<file path="src/rtl/pipe_pkg.sv">
// Shared definitions for the inter-stage pipeline registers.
package pipe_pkg;

  // Occupancy-encoded state: the numeric value equals entries held.
  typedef enum logic [1:0] {
    ST_EMPTY = 2'd0,
    ST_BUSY  = 2'd1,
    ST_FULL  = 2'd2
  } state_e;

  // Default payload split for the EXE->MEM boundary.
  localparam int EXE_MEM_CTRL_W = 3;   // DataMemWE + WriteDataSrc[1:0]
  localparam int EXE_MEM_DATA_W = 69;  // ALURes + Reg2DataOut + WriteRegSrc

  // Power-on values shared with the older fixed latches.
  localparam logic INIT_VALID = 1'b0;
  localparam logic INIT_READY = 1'b1;

endpackage

</file>
<file path="src/rtl/pipe_slot.sv">
// One pipeline entry: valid flag, side-effecting control bits, data bits.
// Clearing always zeroes control so a bubble never carries a write enable;
// data is zeroed on clear only when zero_data_i is set.
module pipe_slot
  import pipe_pkg::*;
#(
  parameter int CTRL_W = EXE_MEM_CTRL_W,
  parameter int DATA_W = EXE_MEM_DATA_W
) (
  input  logic              clk,
  input  logic              rst,
  input  logic              load_i,
  input  logic              clear_i,
  input  logic              zero_data_i,
  input  logic [CTRL_W-1:0] ctrl_i,
  input  logic [DATA_W-1:0] data_i,
  output logic              valid_o,
  output logic [CTRL_W-1:0] ctrl_o,
  output logic [DATA_W-1:0] data_o
);

  logic              valid_q;
  logic [CTRL_W-1:0] ctrl_q;
  logic [DATA_W-1:0] data_q;

  // Entry register: clear wins over load so a flush discards a same-cycle input.
  always_ff @(posedge clk) begin
    if (!rst) begin
      valid_q <= INIT_VALID;
      ctrl_q  <= '0;
      data_q  <= '0;
    end else if (clear_i) begin
      valid_q <= 1'b0;
      ctrl_q  <= '0;
      if (zero_data_i) begin
        data_q <= '0;
      end
    end else if (load_i) begin
      valid_q <= 1'b1;
      ctrl_q  <= ctrl_i;
      data_q  <= data_i;
    end
  end

  assign valid_o = valid_q;
  assign ctrl_o  = ctrl_q;
  assign data_o  = data_q;

endmodule

</file>
<file path="src/rtl/pipe_skid_stage.sv">
// Pipeline register with valid/ready handshake and a one-entry skid buffer.
// The main slot drives the outputs; the skid slot catches the entry that
// arrives in the cycle the downstream stalls, so in_ready can be a flop.
module pipe_skid_stage
  import pipe_pkg::*;
#(
  parameter int CTRL_W          = EXE_MEM_CTRL_W,
  parameter int DATA_W          = EXE_MEM_DATA_W,
  parameter int FLUSH_ZERO_DATA = 0
) (
  input  logic              clk,
  input  logic              rst,
  input  logic              flush,
  input  logic              in_valid,
  output logic              in_ready,
  input  logic [CTRL_W-1:0] in_ctrl,
  input  logic [DATA_W-1:0] in_data,
  output logic              out_valid,
  input  logic              out_ready,
  output logic [CTRL_W-1:0] out_ctrl,
  output logic [DATA_W-1:0] out_data,
  output logic [1:0]        occupancy
);

  state_e state_q, state_d;
  logic   in_ready_q;

  logic   in_fire, out_fire;
  logic   main_load, main_clear, main_from_skid;
  logic   skid_load, skid_clear;

  logic              main_valid, skid_valid;
  logic [CTRL_W-1:0] main_ctrl, skid_ctrl, main_ctrl_in;
  logic [DATA_W-1:0] main_data, skid_data, main_data_in;

  localparam logic ZERO_DATA = (FLUSH_ZERO_DATA != 0);

  assign in_fire  = in_valid & in_ready_q;
  assign out_fire = main_valid & out_ready;

  // Next-state and slot control; flush overrides every handshake.
  always_comb begin
    state_d        = state_q;
    main_load      = 1'b0;
    main_clear     = 1'b0;
    main_from_skid = 1'b0;
    skid_load      = 1'b0;
    skid_clear     = 1'b0;
    if (flush) begin
      state_d    = ST_EMPTY;
      main_clear = 1'b1;
      skid_clear = 1'b1;
    end else begin
      case (state_q)
        ST_EMPTY: begin
          if (in_fire) begin
            main_load = 1'b1;
            state_d   = ST_BUSY;
          end
        end
        ST_BUSY: begin
          if (in_fire && out_fire) begin
            main_load = 1'b1;
          end else if (in_fire) begin
            skid_load = 1'b1;
            state_d   = ST_FULL;
          end else if (out_fire) begin
            main_clear = 1'b1;
            state_d    = ST_EMPTY;
          end
        end
        ST_FULL: begin
          if (out_fire) begin
            main_load      = 1'b1;
            main_from_skid = 1'b1;
            skid_clear     = 1'b1;
            state_d        = ST_BUSY;
          end
        end
        default: begin
          main_clear = 1'b1;
          skid_clear = 1'b1;
          state_d    = ST_EMPTY;
        end
      endcase
    end
  end

  // State register; in_ready is registered so out_ready never reaches it combinationally.
  always_ff @(posedge clk) begin
    if (!rst) begin
      state_q    <= ST_EMPTY;
      in_ready_q <= INIT_READY;
    end else begin
      state_q    <= state_d;
      in_ready_q <= (state_d != ST_FULL);
    end
  end

  assign main_ctrl_in = main_from_skid ? skid_ctrl : in_ctrl;
  assign main_data_in = main_from_skid ? skid_data : in_data;

  pipe_slot #(.CTRL_W(CTRL_W), .DATA_W(DATA_W)) u_main (
    .clk         (clk),
    .rst         (rst),
    .load_i      (main_load),
    .clear_i     (main_clear),
    .zero_data_i (ZERO_DATA),
    .ctrl_i      (main_ctrl_in),
    .data_i      (main_data_in),
    .valid_o     (main_valid),
    .ctrl_o      (main_ctrl),
    .data_o      (main_data)
  );

  pipe_slot #(.CTRL_W(CTRL_W), .DATA_W(DATA_W)) u_skid (
    .clk         (clk),
    .rst         (rst),
    .load_i      (skid_load),
    .clear_i     (skid_clear),
    .zero_data_i (ZERO_DATA),
    .ctrl_i      (in_ctrl),
    .data_i      (in_data),
    .valid_o     (skid_valid),
    .ctrl_o      (skid_ctrl),
    .data_o      (skid_data)
  );

  assign in_ready  = in_ready_q;
  assign out_valid = main_valid;
  assign out_ctrl  = main_ctrl;
  assign out_data  = main_data;
  assign occupancy = {1'b0, main_valid} + {1'b0, skid_valid};

endmodule

</file>
<file path="config.mk">
export PLATFORM = sky130hd
export DESIGN_NAME = pipe_skid_stage
export DESIGN_NICKNAME = d
export VERILOG_FILES = /design/src/rtl/pipe_pkg.sv /design/src/rtl/pipe_slot.sv /design/src/rtl/pipe_skid_stage.sv
export SDC_FILE = /design/constraint.sdc
export NUM_CORES = 1
export LEC_CHECK = 0
export ABC_AREA = 1
export CORE_MARGIN = 3
export CORE_UTILIZATION = 34
export DETAILED_ROUTE_END_ITERATION = 12
export GPL_TIMING_DRIVEN = 0
export PLACE_DENSITY = 0.64
export SYNTH_ARGS = -nofsm -noshare
export SYNTH_HDL_FRONTEND = slang
export SYNTH_SLANG_ARGS = --single-unit
</file>
<file path="constraint.sdc">
create_clock -name clk -period 2.2 [get_ports clk]
set_input_delay 0.33 -clock clk [delete_from_list [all_inputs] [get_ports clk]]
set_output_delay 0.33 -clock clk [all_outputs]
set_load 0.01 [all_outputs]
</file>
== Yosys cells after proc, flatten, opt, wreduce, memory -nomap -nowiden ==
Index checks and enable logic that the tools add are counted.
Word-level totals
  register bits: 149
  bits of input ports: 77
  output and inout port bits: 76
  word-level logic and storage cells: 50
Operators by class
  add/sub/neg operators: 1
  equal/unequal tests: 3
  mux-type cells: 25
  bitwise gates (word level): 5
  reduce and logical (&&, ||, !) cells: 8
Operators with widths (count)
  $mux 69: 1
  $mux 1: 13
  $mux 2: 6
  $reduce_or 2->1: 4
  $pmux 2 s3: 1
  $pmux 1 s2: 2
  $reduce_and 2->1: 2
  $mux 3: 1
  $not 1->1: 3
  $pmux 1 s3: 1
  $add 1x1->2: 1
  $and 1x1->1: 2
  $eq 2x1->1 const B: 1
  $eq 2x2->1 const B: 1
  $logic_not 2->1: 1
  $ne 2x2->1 const B: 1
  $logic_and 1x1->1: 1

== Depth between registers and ports, before layout ==
Gate-level depths: netlist of the first run.
  word-level depth: 8
  depth in mapped cells: 10
  gate-level depth less buffers: 8

== Modules after synthesis ==
Synthesis of the first run repeated with hierarchy kept, for this count alone.
Second synthesis, totals
  cell total of the unflattened synthesis: 928
  area total of the unflattened synthesis: 6533.8 um^2
By module, submodules not included
  pipe_slot: times used 2, cells an instance 326, area each 2626.3 um^2, sequential area each 1461.4 um^2
  pipe_skid_stage: times used 1, cells an instance 276, area each 1281.2 um^2, sequential area each 60.1 um^2

== Worst setup path before layout of the first run ==
OpenSTA, ideal clock, no wires.
  path type: register to register
  from: register u_main.valid_q, in the netlist u_main.valid_o
  to: register u_main.data_q[0], in the netlist u_main.data_o[0]
  library setup time: 113 ps
  arrival: 1335 ps
  slack: 752 ps
  stages on the path, launching flop included: 8
  buffers on the path: 2
  clock period less this slack: 1448 ps
  path through: dfxtp_1 > nand2_2 > a21oi_2 > nand2_2 > buf_4 > buf_2 > nor2_1 > nor2_1
On the way
  longest elaborated chain between the ends: 8
RTL lines
  start, declared: line pipe_slot.sv:22  | logic valid_q;
  start signal, assigned: line pipe_slot.sv:29  | valid_q <= INIT_VALID;
  start signal, assigned: line pipe_slot.sv:33  | valid_q <= 1'b0;
  start signal, assigned: line pipe_slot.sv:39  | valid_q <= 1'b1;
  $and 1x1->1 (*): line pipe_skid_stage.sv:39  | assign out_fire = main_valid & out_ready;
  $mux 1: line pipe_skid_stage.sv:67, pipe_skid_stage.sv:73
  $mux 1: line pipe_skid_stage.sv:64  | end else if (in_fire) begin
  $mux 1: line pipe_skid_stage.sv:62  | if (in_fire && out_fire) begin
  $pmux 1 s2: line pipe_skid_stage.sv:54  | case (state_q)
  $mux 1: line pipe_skid_stage.sv:49  | if (flush) begin
  $not 1->1 (no line)
  $reduce_and 2->1 (no line)
  end signal, assigned: line pipe_slot.sv:41  | data_q <= data_i;
  end, declared: line pipe_slot.sv:24  | logic [DATA_W-1:0] data_q;
Mark *: on every way between the ends. The rest lies on a longest branch, timed or not.
A chain may end at the register's enable or synchronous reset.

== Final worst setup path of the first run ==
  from: input flush
  to: register u_main.data_q[11], in the netlist u_main.data_o[11]
On the way
  longest elaborated chain between the ends: 3
RTL lines
  start, declared: line pipe_skid_stage.sv:13  | input logic flush,
  $mux 1: line pipe_skid_stage.sv:49
  $not 1->1 (no line)
  $reduce_and 2->1 (no line)
Several ways; a longest one is shown, not always the timed one.

==> impl_metrics.toml, run 1 <==
[floorplan]
dieArea_um2 = 21400
initial_core_util_pct = 35.2
num_io_pins = 153
die_w_um = 146
die_y_um = 146
coreArea_um2 = 19000
rows = 50

[global_route]
grt.overflow.total = 0
gr-usage-met3_pct = 4.93
antenna_found_initial = 0
met1_usage_pct = 23.9
first_global_vias = 6273
grt_pass1_wl_mm = 31.4
grt_max_degree = 17
track_usage_pct = 17.9
grt_use_met2_pct = 29.0
top_usage_layer = "met2"

[cells_and_area]
area_growth_pct = 36.9
mostFrequentLayoutCell = "nor2_1"
diodes = 0
nets = 1295
fin_cells = 1490
drive_gt1_share_pct = 6.26
final_cell_mix = "nor2_1 (295), nand2_1 (291), clkdlybuf4s50_1 (152), dfxtp_1 (149), inv_1 (79)"

[worst_hold_path]
hold_class = "reg -> reg"
min_from = "u_skid.data_o[64]$_SDFFE_PN0P_"

[power_and_ir_drop]
power_leakage_uw = 0.00419
peakVddDrop_uv = 462
power.density_nw_per_um2 = 757

[timing]
finalHoldViolations = 0
finalCritPeriodShare_pct = 89.1
fin_skew_ps = 8.74
slew_headroom_pct = 53.5
period_minus_slack_ps = 1960
worst_pin_slew_ps = 698
fmax_ghz = 0.510
final.setup.tns_ps = 0
setup_viol = 0
rsz0062_at_grt = "no"
report.final.slew_viol_count = 0

[yosys]
syn-num-nets = 1124
ys_warn_count = 0
syn-mean-instance-area_um2 = 6.40
yosysTopAreaCell = "dfxtp_1"
synth_area_leaders = "dfxtp_1 (45%), nor2_1 (17%), nand2_1 (16%)"
synth_top_area_share_pct = 44.6
synth.distinct_cells = 21
synth-edff-count = 0
synth_ff_type = "dfxtp_1"
synth_cells = 1046
yosys_register_bits = 149
async_flop_share_pct = 0
syn-cell-area_um2 = 6690
synth_seq_area_share_pct = 44.6

[setup_path]
crit_family = "buffers and inverters"
rr_startpoint = "u_main.valid_o$_SDFFE_PP0P_"
slowest_delay_ps = 510
required_ps = 2510
worstSetupEndpointType = "flop"
crit_type = "in -> reg"
path_max_fanout = 10
worst-path-buf-inv = 3
critPathLaunch = "flush"
crit_arrival_ps = 2270
crit_chain = "clkdlybuf4s50_1 > inv_2 > nand3_1 > buf_2 > nand2_1 > nand2_1 > nor2_1 > nor2_1"
crit_slowest_cell = "nand3_1"
startpoint_type = "primary input"

[cts]
cts_buffers = 17
htreeDepth = 4
cts_tree = "built"
cts_sinks = 149
hold_buffers = 0
post_cts_buffers = 0
cts_resized = 0
clock_latency_ps = 410
cts_root_buf = "clkbuf_16"
clk_pin_slew_ps = 60
cts_buffer_depth = 2

[run]
cap_violations = 0

[drt]
detail_route.drc_violations = 0
vias_per_cell = 4.42
ant_nets = 0
drt_iter0_markers = 258
routed_wl_mm = 19.2
first_pass_iters = 4
vias = 6588
wire_per_inst_um = 12.9

[run_status]
status = "complete, no violations"

[place]
gp_congestion = 0.798
io_buffer_count = 152
placed_cells = 1458
post-dp-hpwl_mm = 13.6
==> worst reg2reg max path: stages (launching register included) <==
cell and delay, ps:
dfxtp_1 440, nand2_2 160, inv_2 90, nand3_1 450
buf_2 380, nand2_1 80, nand2_1 60, nor2_1 120
nor2_1 60
==> where the power goes <==
| group | internal, uW | switching [uW] | total (uW) |
|---|---|---|---|
| Clock | 1940 | 1110 | 3050 |
| Combinational | 480 | 496 | 976 |
| Sequential | 2840 | 72.3 | 2910 |
| Total | 5260 | 1680 | 6940 |
==> path summary, 6_finish.rpt <==
path | end | depth (start not counted) | slack, ps
min reg2reg | u_skid.data_o[64]$_SDFFE_PN0P_ | 2 | 480
min | u_skid.data_o[64]$_SDFFE_PN0P_ | 2 | 480
max | u_main.data_o[11]$_SDFFE_PN0P_ | 8 | 240
max reg2reg | u_main.data_o[11]$_SDFFE_PN0P_ | 8 | 250
==> cell type report <==
cell class                      instances  area, um2
Sequential cell                       149       2980
Clock inverter                          7        118
Buffer                                 65        354
Inverter                               84        315
Multi-Input combinational cell        748       3040
Clock buffer                           25        505
Tap cell                              260        325
Fill cell                            1996       9850
Timing Repair Buffer                  152       1520
==> kinds of logic (layout without fill, tap and decap cells) <==
family / Yosys count / after routing / synth area share (%)
buf+inv: 149 / 333 / 10.0
fa+ha+maj: 1 / 1 / 0.187
compound gates: 78 / 78 / 5.93
flops: 149 / 149 / 44.6
simple gates: 668 / 668 / 39.2
xor+xnor: 1 / 1 / 0.131
==> routing by layer <==
layer / routed length (um) / vias up / part of all wire [%]
li1: - / 3517 / -
met1: 8990 / 2911 / 47
met2: 8960 / 150 / 47
met3: 1060 / 10 / 5.6
met4: 148 / 0 / 0.77
met5: 0 / - / 0
==> synth_stat cells (2+ instances only) <==
| cell | n |
|---|---|
| a21oi_1 | 2 |
| buf_2 | 25 |
| buf_6 | 10 |
| clkbuf_1 | 28 |
| dfxtp_1 | 149 |
| inv_1 | 79 |
| inv_2 | 5 |
| nand2_1 | 291 |
| nand2_2 | 3 |
| nand3_1 | 75 |
| nor2_1 | 295 |
| nor2_2 | 2 |
| o21ai_0 | 74 |
==> state kept, by name (all words and copies together), names as in the netlist <==
| register | cells |
|---|---|
| u_skid.data_o | 69 |
| u_main.ctrl_o | 3 |
| u_main.valid_o | 1 |
| in_ready | 1 |
| u_skid.ctrl_o | 3 |
| u_skid.valid_o | 1 |
| u_main.data_o | 69 |
| state_q | 2 |
==> stage by stage <==
step | util [%] | worst slack (ps) | hold WS (ps) | area, um2 | total power [uW]
3_5_place_dp | 44.9 | -182 | 472 | 8540 | 3950
5_1_grt | 48.2 | 93.7 | 503 | 9160 | 7280
3_3_place_gp | 44.9 | -189 | 462 | 8540 | 3950
4_1_cts | 48.2 | 237 | 486 | 9160 | 7010
2_1_floorplan | - | 752 | 444 | 6690 | 3460
6_report | 48.2 | 240 | 483 | 9160 | 6940
Note: power is estimated with default switching activity, not from simulation.
==> run 2, diff against run 1 <==
- CTS_CLUSTER_DIAMETER: unset -> 50
==> results of run 2 <==
The final DEF is identical to that of run 1; final timing and power are the same.
